==> config.mk <==
export PLATFORM = sky130hd
export DESIGN_NAME = stream_arb_mux_flat
export DESIGN_NICKNAME = d
export VERILOG_FILES = /design/src/rtl/stream_arb_mux_pkg.sv /design/src/rtl/stream_arb_mux_if.sv /design/src/rtl/stream_arb_mux_rr_arbiter.sv /design/src/rtl/stream_arb_mux.sv /design/src/flat_wrapper.sv
export SDC_FILE = /design/constraint.sdc
export NUM_CORES = 1
export LEC_CHECK = 0
export ABC_CLOCK_PERIOD_IN_PS = 5700
export CORE_ASPECT_RATIO = 1.5
export CORE_MARGIN = 2
export CORE_UTILIZATION = 50
export DETAILED_ROUTE_END_ITERATION = 8
export PLACE_DENSITY = 0.86
export SYNTH_ARGS = -nofsm -noshare
export SYNTH_HDL_FRONTEND = slang
export SYNTH_SLANG_ARGS = --single-unit
==> constraint.sdc <==
create_clock -name clk -period 5.7 [get_ports clk]
set_input_delay 1.425 -clock clk [delete_from_list [all_inputs] [get_ports clk]]
set_output_delay 1.425 -clock clk [all_outputs]
set_load 0.005 [all_outputs]
==> src/rtl/stream_arb_mux_pkg.sv <==
// Shared definitions for the stream arbiter/mux: select-width helper and arbitration mode encodings.
package stream_arb_mux_pkg;

  localparam int unsigned RR_MODE_FIXED = 0;
  localparam int unsigned RR_MODE_ROUND = 1;

  // Index width for n channels, never narrower than one bit
  function automatic int unsigned sel_w(input int unsigned n);
    int unsigned w;
    w = 1;
    if (n > 2) w = $clog2(n);
    return w;
  endfunction

endpackage

==> src/rtl/stream_arb_mux_if.sv <==
// Handshake bundle between N_IN upstream channels, the arbiter/mux and one downstream sink.
interface stream_arb_mux_if
  import stream_arb_mux_pkg::*;
#(
  parameter int unsigned WIDTH = 5,
  parameter int unsigned N_IN  = 4
);

  localparam int unsigned SEL_W = sel_w(N_IN);

  logic [N_IN-1:0]       in_valid;
  logic [N_IN*WIDTH-1:0] in_data;
  logic [N_IN-1:0]       in_ready;
  logic                  out_valid;
  logic [WIDTH-1:0]      out_data;
  logic [SEL_W-1:0]      out_sel;
  logic                  out_ready;

  modport slave (
    input  in_valid, in_data, out_ready,
    output in_ready, out_valid, out_data, out_sel
  );

  modport master (
    output in_valid, in_data, out_ready,
    input  in_ready, out_valid, out_data, out_sel
  );

endinterface

==> src/rtl/stream_arb_mux_rr_arbiter.sv <==
// Request arbiter: round-robin from a rotating pointer, or fixed lowest-index priority.
module rr_arbiter
  import stream_arb_mux_pkg::*;
#(
  parameter int unsigned N_IN    = 4,
  parameter int unsigned RR_MODE = RR_MODE_ROUND,
  localparam int unsigned SEL_W  = sel_w(N_IN)
) (
  input  logic             clk,
  input  logic             rst_n,
  input  logic [N_IN-1:0]  req_i,
  input  logic             advance_i,
  output logic [N_IN-1:0]  grant_c_o,
  output logic [SEL_W-1:0] index_c_o
);

  logic [SEL_W-1:0] ptr_q;
  logic [SEL_W-1:0] ptr_d;
  logic             found_c;
  int unsigned      start_c;

  // Scan from the start position with wrap; first requester wins
  always_comb begin
    grant_c_o = '0;
    index_c_o = '0;
    found_c   = 1'b0;
    start_c   = (RR_MODE == RR_MODE_ROUND) ? 32'(ptr_q) : 32'd0;
    for (int unsigned k = 0; k < N_IN; k++) begin
      if (!found_c && req_i[SEL_W'((start_c + k) % N_IN)]) begin
        found_c = 1'b1;
        grant_c_o[SEL_W'((start_c + k) % N_IN)] = 1'b1;
        index_c_o = SEL_W'((start_c + k) % N_IN);
      end
    end
  end

  always_comb begin
    ptr_d = ptr_q;
    if (advance_i) begin
      ptr_d = (index_c_o == SEL_W'(N_IN - 1)) ? '0 : index_c_o + SEL_W'(1);
    end
  end

  always_ff @(posedge clk or negedge rst_n) begin
    if (!rst_n) ptr_q <= '0;
    else        ptr_q <= ptr_d;
  end

endmodule

==> src/rtl/stream_arb_mux.sv <==
// N-to-1 stream arbiter/mux with a single registered output stage.
module stream_arb_mux
  import stream_arb_mux_pkg::*;
#(
  parameter int unsigned WIDTH   = 5,
  parameter int unsigned N_IN    = 4,
  parameter int unsigned RR_MODE = RR_MODE_ROUND
) (
  input logic             clk,
  input logic             rst_n,
  stream_arb_mux_if.slave bus
);

  localparam int unsigned SEL_W = sel_w(N_IN);

  logic [N_IN-1:0]  grant_c;
  logic [SEL_W-1:0] index_c;
  logic [N_IN-1:0]  in_ready_c;
  logic             load_c;
  logic [WIDTH-1:0] sel_data_c;

  logic             out_valid_q, out_valid_d;
  logic [WIDTH-1:0] out_data_q,  out_data_d;
  logic [SEL_W-1:0] out_sel_q,   out_sel_d;

  // Output slot is free when empty or being drained this cycle; never during reset
  assign load_c     = rst_n & (~out_valid_q | bus.out_ready);
  assign in_ready_c = grant_c & {N_IN{load_c}};

  rr_arbiter #(
    .N_IN    (N_IN),
    .RR_MODE (RR_MODE)
  ) u_arb (
    .clk       (clk),
    .rst_n     (rst_n),
    .req_i     (bus.in_valid),
    .advance_i (|in_ready_c),
    .grant_c_o (grant_c),
    .index_c_o (index_c)
  );

  always_comb begin
    sel_data_c = '0;
    for (int unsigned i = 0; i < N_IN; i++) begin
      if (grant_c[i]) sel_data_c = bus.in_data[i*WIDTH +: WIDTH];
    end
  end

  // Data and index hold their last value when the slot drains empty
  always_comb begin
    out_valid_d = out_valid_q;
    out_data_d  = out_data_q;
    out_sel_d   = out_sel_q;
    if (load_c) begin
      out_valid_d = |grant_c;
      if (|grant_c) begin
        out_data_d = sel_data_c;
        out_sel_d  = index_c;
      end
    end
  end

  always_ff @(posedge clk or negedge rst_n) begin
    if (!rst_n) begin
      out_valid_q <= 1'b0;
      out_data_q  <= '0;
      out_sel_q   <= '0;
    end else begin
      out_valid_q <= out_valid_d;
      out_data_q  <= out_data_d;
      out_sel_q   <= out_sel_d;
    end
  end

  assign bus.in_ready  = in_ready_c;
  assign bus.out_valid = out_valid_q;
  assign bus.out_data  = out_data_q;
  assign bus.out_sel   = out_sel_q;

endmodule

==> src/flat_wrapper.sv <==
// flat-port wrapper written by rule: the top's interface ports become plain ports
module stream_arb_mux_flat import stream_arb_mux_pkg::*;
#(
  parameter int unsigned WIDTH   = 5,
  parameter int unsigned N_IN    = 4,
  parameter int unsigned RR_MODE = RR_MODE_ROUND
)
  (clk, rst_n, bus_in_valid, bus_in_data, bus_out_ready, bus_in_ready, bus_out_valid, bus_out_data, bus_out_sel);
  stream_arb_mux_if #(.WIDTH(WIDTH), .N_IN(N_IN)) bus_i ();
  input logic clk;
  input logic rst_n;
  input wire logic [$bits(bus_i.in_valid)-1:0] bus_in_valid;
  input wire logic [$bits(bus_i.in_data)-1:0] bus_in_data;
  input wire logic [$bits(bus_i.out_ready)-1:0] bus_out_ready;
  output wire logic [$bits(bus_i.in_ready)-1:0] bus_in_ready;
  output wire logic [$bits(bus_i.out_valid)-1:0] bus_out_valid;
  output wire logic [$bits(bus_i.out_data)-1:0] bus_out_data;
  output wire logic [$bits(bus_i.out_sel)-1:0] bus_out_sel;
  assign bus_i.in_valid = bus_in_valid;
  assign bus_i.in_data = bus_in_data;
  assign bus_i.out_ready = bus_out_ready;
  assign bus_in_ready = bus_i.in_ready;
  assign bus_out_valid = bus_i.out_valid;
  assign bus_out_data = bus_i.out_data;
  assign bus_out_sel = bus_i.out_sel;
  stream_arb_mux #(.WIDTH(WIDTH), .N_IN(N_IN), .RR_MODE(RR_MODE)) u_core (.clk(clk), .rst_n(rst_n), .bus(bus_i));
endmodule
==> results of run 1 <==
[cell type report]
class	instances	area, um^2	share of cell area (%)
Clock buffer	4	36.28	2.259
Multi-Input combinational cell	109	858.3	53.43
Timing Repair Buffer	40	395.4	24.61
Tap cell	23	28.78	1.791
Sequential cell	10	250.2	15.58
Inverter	10	37.54	2.336
[metrics by stage]
stage / hold WS, ns / setup WS (ns) / std cells / total power [W]
3_3_place_gp: 0.4857 / 0.2994 / 192 / 0.0007938
5_1_grt: 0.5207 / 0.06945 / 196 / 0.0009557
2_1_floorplan: 0.4954 / 1.380 / 139 / 0.0006315
6_report: 0.5061 / 0.2098 / 196 / 0.0008798
4_1_cts: 0.5107 / 0.2121 / 196 / 0.0008819
3_5_place_dp: 0.4966 / 0.2332 / 192 / 0.0008115
[sequential cells by signal, summed over array words and instances (netlist names), named ones only]
signal and count:
u_core.bus.out_data 5, u_core.bus.out_sel 2, u_core.bus.out_valid 1, u_core.u_arb.ptr_q 1
[report_power, final]
group          internal [W]   total, W  leakage, nW  switching, W
clock network     0.0000389  0.0000673       0.0210     0.0000284
registers          0.000110   0.000158        0.114     0.0000480
logic              0.000317   0.000654        0.529      0.000337
[logic make-up (layout without fill, tap and decap cells)]
| group | Yosys count | in the layout | synth area share [%] |
|---|---|---|---|
| adders and majority gates | 7 | 7 | 7.216 |
| DFF | 10 | 10 | 20.62 |
| muxes | 10 | 10 | 9.793 |
| xor gates and xnor gates | 1 | 1 | 0.7218 |
| AOI/OAI and AO/OA | 45 | 45 | 32.99 |
| buffers and inverters | 20 | 54 | 8.660 |
| and+or+nand+nor | 46 | 46 | 20.00 |
[layer usage]
layer  vias up  share of wire, %
li1        602                 -
met1       558                39
met2        51                54
met3         4               6.2
met4         0              0.76
met5         -                 0
[Yosys cell counts]
cell | number | area share, %
a2111o_1 | 2 | 1.9
a2111oi_0 | 1 | 0.72
a2111oi_2 | 2 | 2.5
a2111oi_4 | 1 | 2.3
a211oi_2 | 1 | 1.0
a21boi_0 | 5 | 3.1
a21o_1 | 1 | 0.62
a21oi_1 | 4 | 1.6
a221oi_2 | 2 | 2.5
a22oi_1 | 1 | 0.62
a31oi_1 | 5 | 2.6
a31oi_2 | 1 | 1.0
a41oi_4 | 1 | 2.3
and2_1 | 1 | 0.52
and2_4 | 1 | 0.72
and3_1 | 6 | 3.1
buf_2 | 6 | 2.5
buf_6 | 3 | 2.8
clkbuf_1 | 1 | 0.31
dfrtp_1 | 10 | 21
ha_1 | 7 | 7.2
inv_1 | 10 | 3.1
mux2_1 | 1 | 0.93
mux2_2 | 4 | 3.7
mux2i_1 | 4 | 3.3
mux4_2 | 1 | 1.9
nand2_1 | 11 | 3.4
nand3_1 | 4 | 1.6
nand3b_1 | 2 | 1.2
nand4_1 | 3 | 1.5
nand4bb_1 | 1 | 0.93
nor2_1 | 12 | 3.7
o211a_1 | 1 | 0.82
o21ai_0 | 8 | 3.3
o21ai_1 | 1 | 0.41
o221ai_1 | 6 | 4.3
o311ai_1 | 1 | 0.72
o32ai_1 | 1 | 0.72
or2_1 | 1 | 0.52
or3_1 | 1 | 0.52
or3b_1 | 1 | 0.72
or3b_2 | 2 | 1.4
xnor2_1 | 1 | 0.72
[worst max path at each step]
stage	to	slack [ns]	cells past startpoint
final	bus_in_ready[3]	0.21	7
after detailed placement	bus_in_ready[3]	0.23	7
after global placement	bus_in_ready[3]	0.30	7
after floorplan	bus_in_ready[2]	1.38	7
after global routing	bus_in_ready[3]	0.07	7
after CTS	bus_in_ready[3]	0.21	7
==> results.py, run 1 <==
metrics = {
    "worst_setup_path": {
        "rr_worst_depth": 9,
        "crit_arrival_ns": 4.07,
        "crit_family": "buffers and inverters",
        "critPathMaxStageDelay_ns": 0.60,
        "cp_common_cell": "clkdlybuf4s50_1",
        "r2r_slack_ns": 1.79,
        "r2r-end": "u_core.bus.out_sel[0]$_DFFE_PN0P_",
        "worst_setup_path_start_kind": "input pin",
        "cp_max_fo": 9,
        "cp_num_buf_inv": 2,
        "cp-end-kind": "output port",
        "cp_data_required_time_ns": 4.28,
        "path_cells": "clkdlybuf4s50_1 -> or3b_1 -> a2111oi_2 -> or2_1 -> a2111oi_4 -> nor2_1 -> clkdlybuf4s50_1",
        "crit_type": "in2out",
        "critPathLaunch": "bus_in_valid[3]",
        "crit_slowest_cell": "clkdlybuf4s50_1",
    },
    "die": {
        "die_area_um2": 2845,
        "ios": 39,
        "core_um2": 2260,
        "die_x_um": 44.23,
        "start_util_pct": 53.71,
        "die_h_um": 64.34,
        "fp-row-count": 21,
    },
    "global_route": {
        "grt_max_degree": 18,
        "overflow": 0,
        "grt_pass1_wl_um": 5188,
        "top_usage_layer": "met2",
        "grt.total_usage_pct": 23.65,
        "grt_pass1_vias": 1169,
        "grt_antenna_before_repair": 0,
        "grt_util_met2_pct": 43.75,
        "met3_usage_pct": 3.390,
        "grt_use_met1_pct": 27.24,
    },
    "place": {
        "numPortBuffers": 38,
        "place.gp.congestion": 0.8418,
        "postPlaceCellArea_um2": 1570,
        "place_hpwl_um": 2407,
    },
    "clock_network": {
        "insertion_delay_ns": 0.28,
        "postCtsResizedCells": 0,
        "h-tree-depth": 1,
        "cts_tree": "built",
        "cts-root-buf": "clkbuf_4",
        "cts.clk_slew.worst_paths_ns": 0.07,
        "cts_hold_buffers": 0,
        "cts_buffers": 3,
        "cts_setup_buffers": 0,
        "cts_buffer_depth": 2,
        "cts.sinks": 10,
    },
    "synthesis": {
        "ys.warnings.count": 0,
        "syn_nets": 173,
        "syn_inst": 139,
        "synth_seq_cells": 10,
        "ys_types": 43,
        "ys_seq_area_share_pct": 20.62,
        "syn_avg_cell_area_um2": 8.731,
        "syn_area_um2": 1214,
    },
    "timing": {
        "finalCritPeriodShare_pct": 96.32,
        "drv_slew": 0,
        "period_minus_slack_ns": 5.490,
        "rsz0062_at_grt": "no",
        "tightest_slew_ns": 0.6996,
        "max_freq_mhz": 182.1,
        "tns_ns": 0,
        "worst_clock_skew_ns": 0.009897,
        "setup_violations": 0,
        "relSlewSlack_pct": 53.05,
        "hold_viol": 0,
    },
    "detailed_routing": {
        "viasPerCell": 6.199,
        "drt-total-wl_um": 3041,
        "vias": 1215,
        "drt_iter0_drc": 31,
        "antenna_left": 0,
        "avgRoutedWirePerCell_um": 15.52,
        "drc": 0,
        "drtPass1Iterations": 4,
    },
    "outcome": {
        "status": "completed",
    },
    "cells_and_area": {
        "fin_area_um2": 1607,
        "syn2layout_area_growth_pct": 32.37,
        "final_common_cell": "clkdlybuf4s50_1",
        "nets": 208,
        "fin_util_pct": 71.10,
        "layout_common_cells": "clkdlybuf4s50_1 (38), nor2_1 (12), nand2_1 (11), inv_1 (10), dfrtp_1 (10)",
        "layout-drive-gt1-share_pct": 12.72,
        "fillerInstances": 193,
        "diodes": 0,
    },
    "hold_path": {
        "hold_end": "u_core.bus.out_valid$_DFFE_PN0P_",
        "hold_path.class": "reg2reg",
        "hold_path_depth": 1,
        "hp-start": "u_core.bus.out_valid$_DFFE_PN0P_",
    },
    "power_and_ir_drop": {
        "power_density_nw_per_um2": 547.7,
        "peakVddDrop_v": 0.0002845,
        "leakage_nw": 0.6642,
    },
    "job": {
        "drv_cap": 0,
    },
}
(Power assumes the default switching activity.)
==> inputs of run 2 (changes only) <==
--- a/config.mk
+++ b/config.mk
@@ -6,6 +6,7 @@
 export NUM_CORES = 1
 export LEC_CHECK = 0
 export ABC_CLOCK_PERIOD_IN_PS = 5700
+export CAP_MARGIN = 10
 export CORE_ASPECT_RATIO = 1.5
 export CORE_MARGIN = 2
 export CORE_UTILIZATION = 50
==> results of run 2 <==
Final layout, timing and power as in run 1 (identical DEF).
==> inputs of run 3 (changes only) <==
--- a/config.mk
+++ b/config.mk
@@ -15,3 +15,4 @@
 export SYNTH_ARGS = -nofsm -noshare
 export SYNTH_HDL_FRONTEND = slang
 export SYNTH_SLANG_ARGS = --single-unit
+export TNS_END_PERCENT = 10
==> results of run 3 <==
Final layout, timing and power as in run 1 (identical DEF).
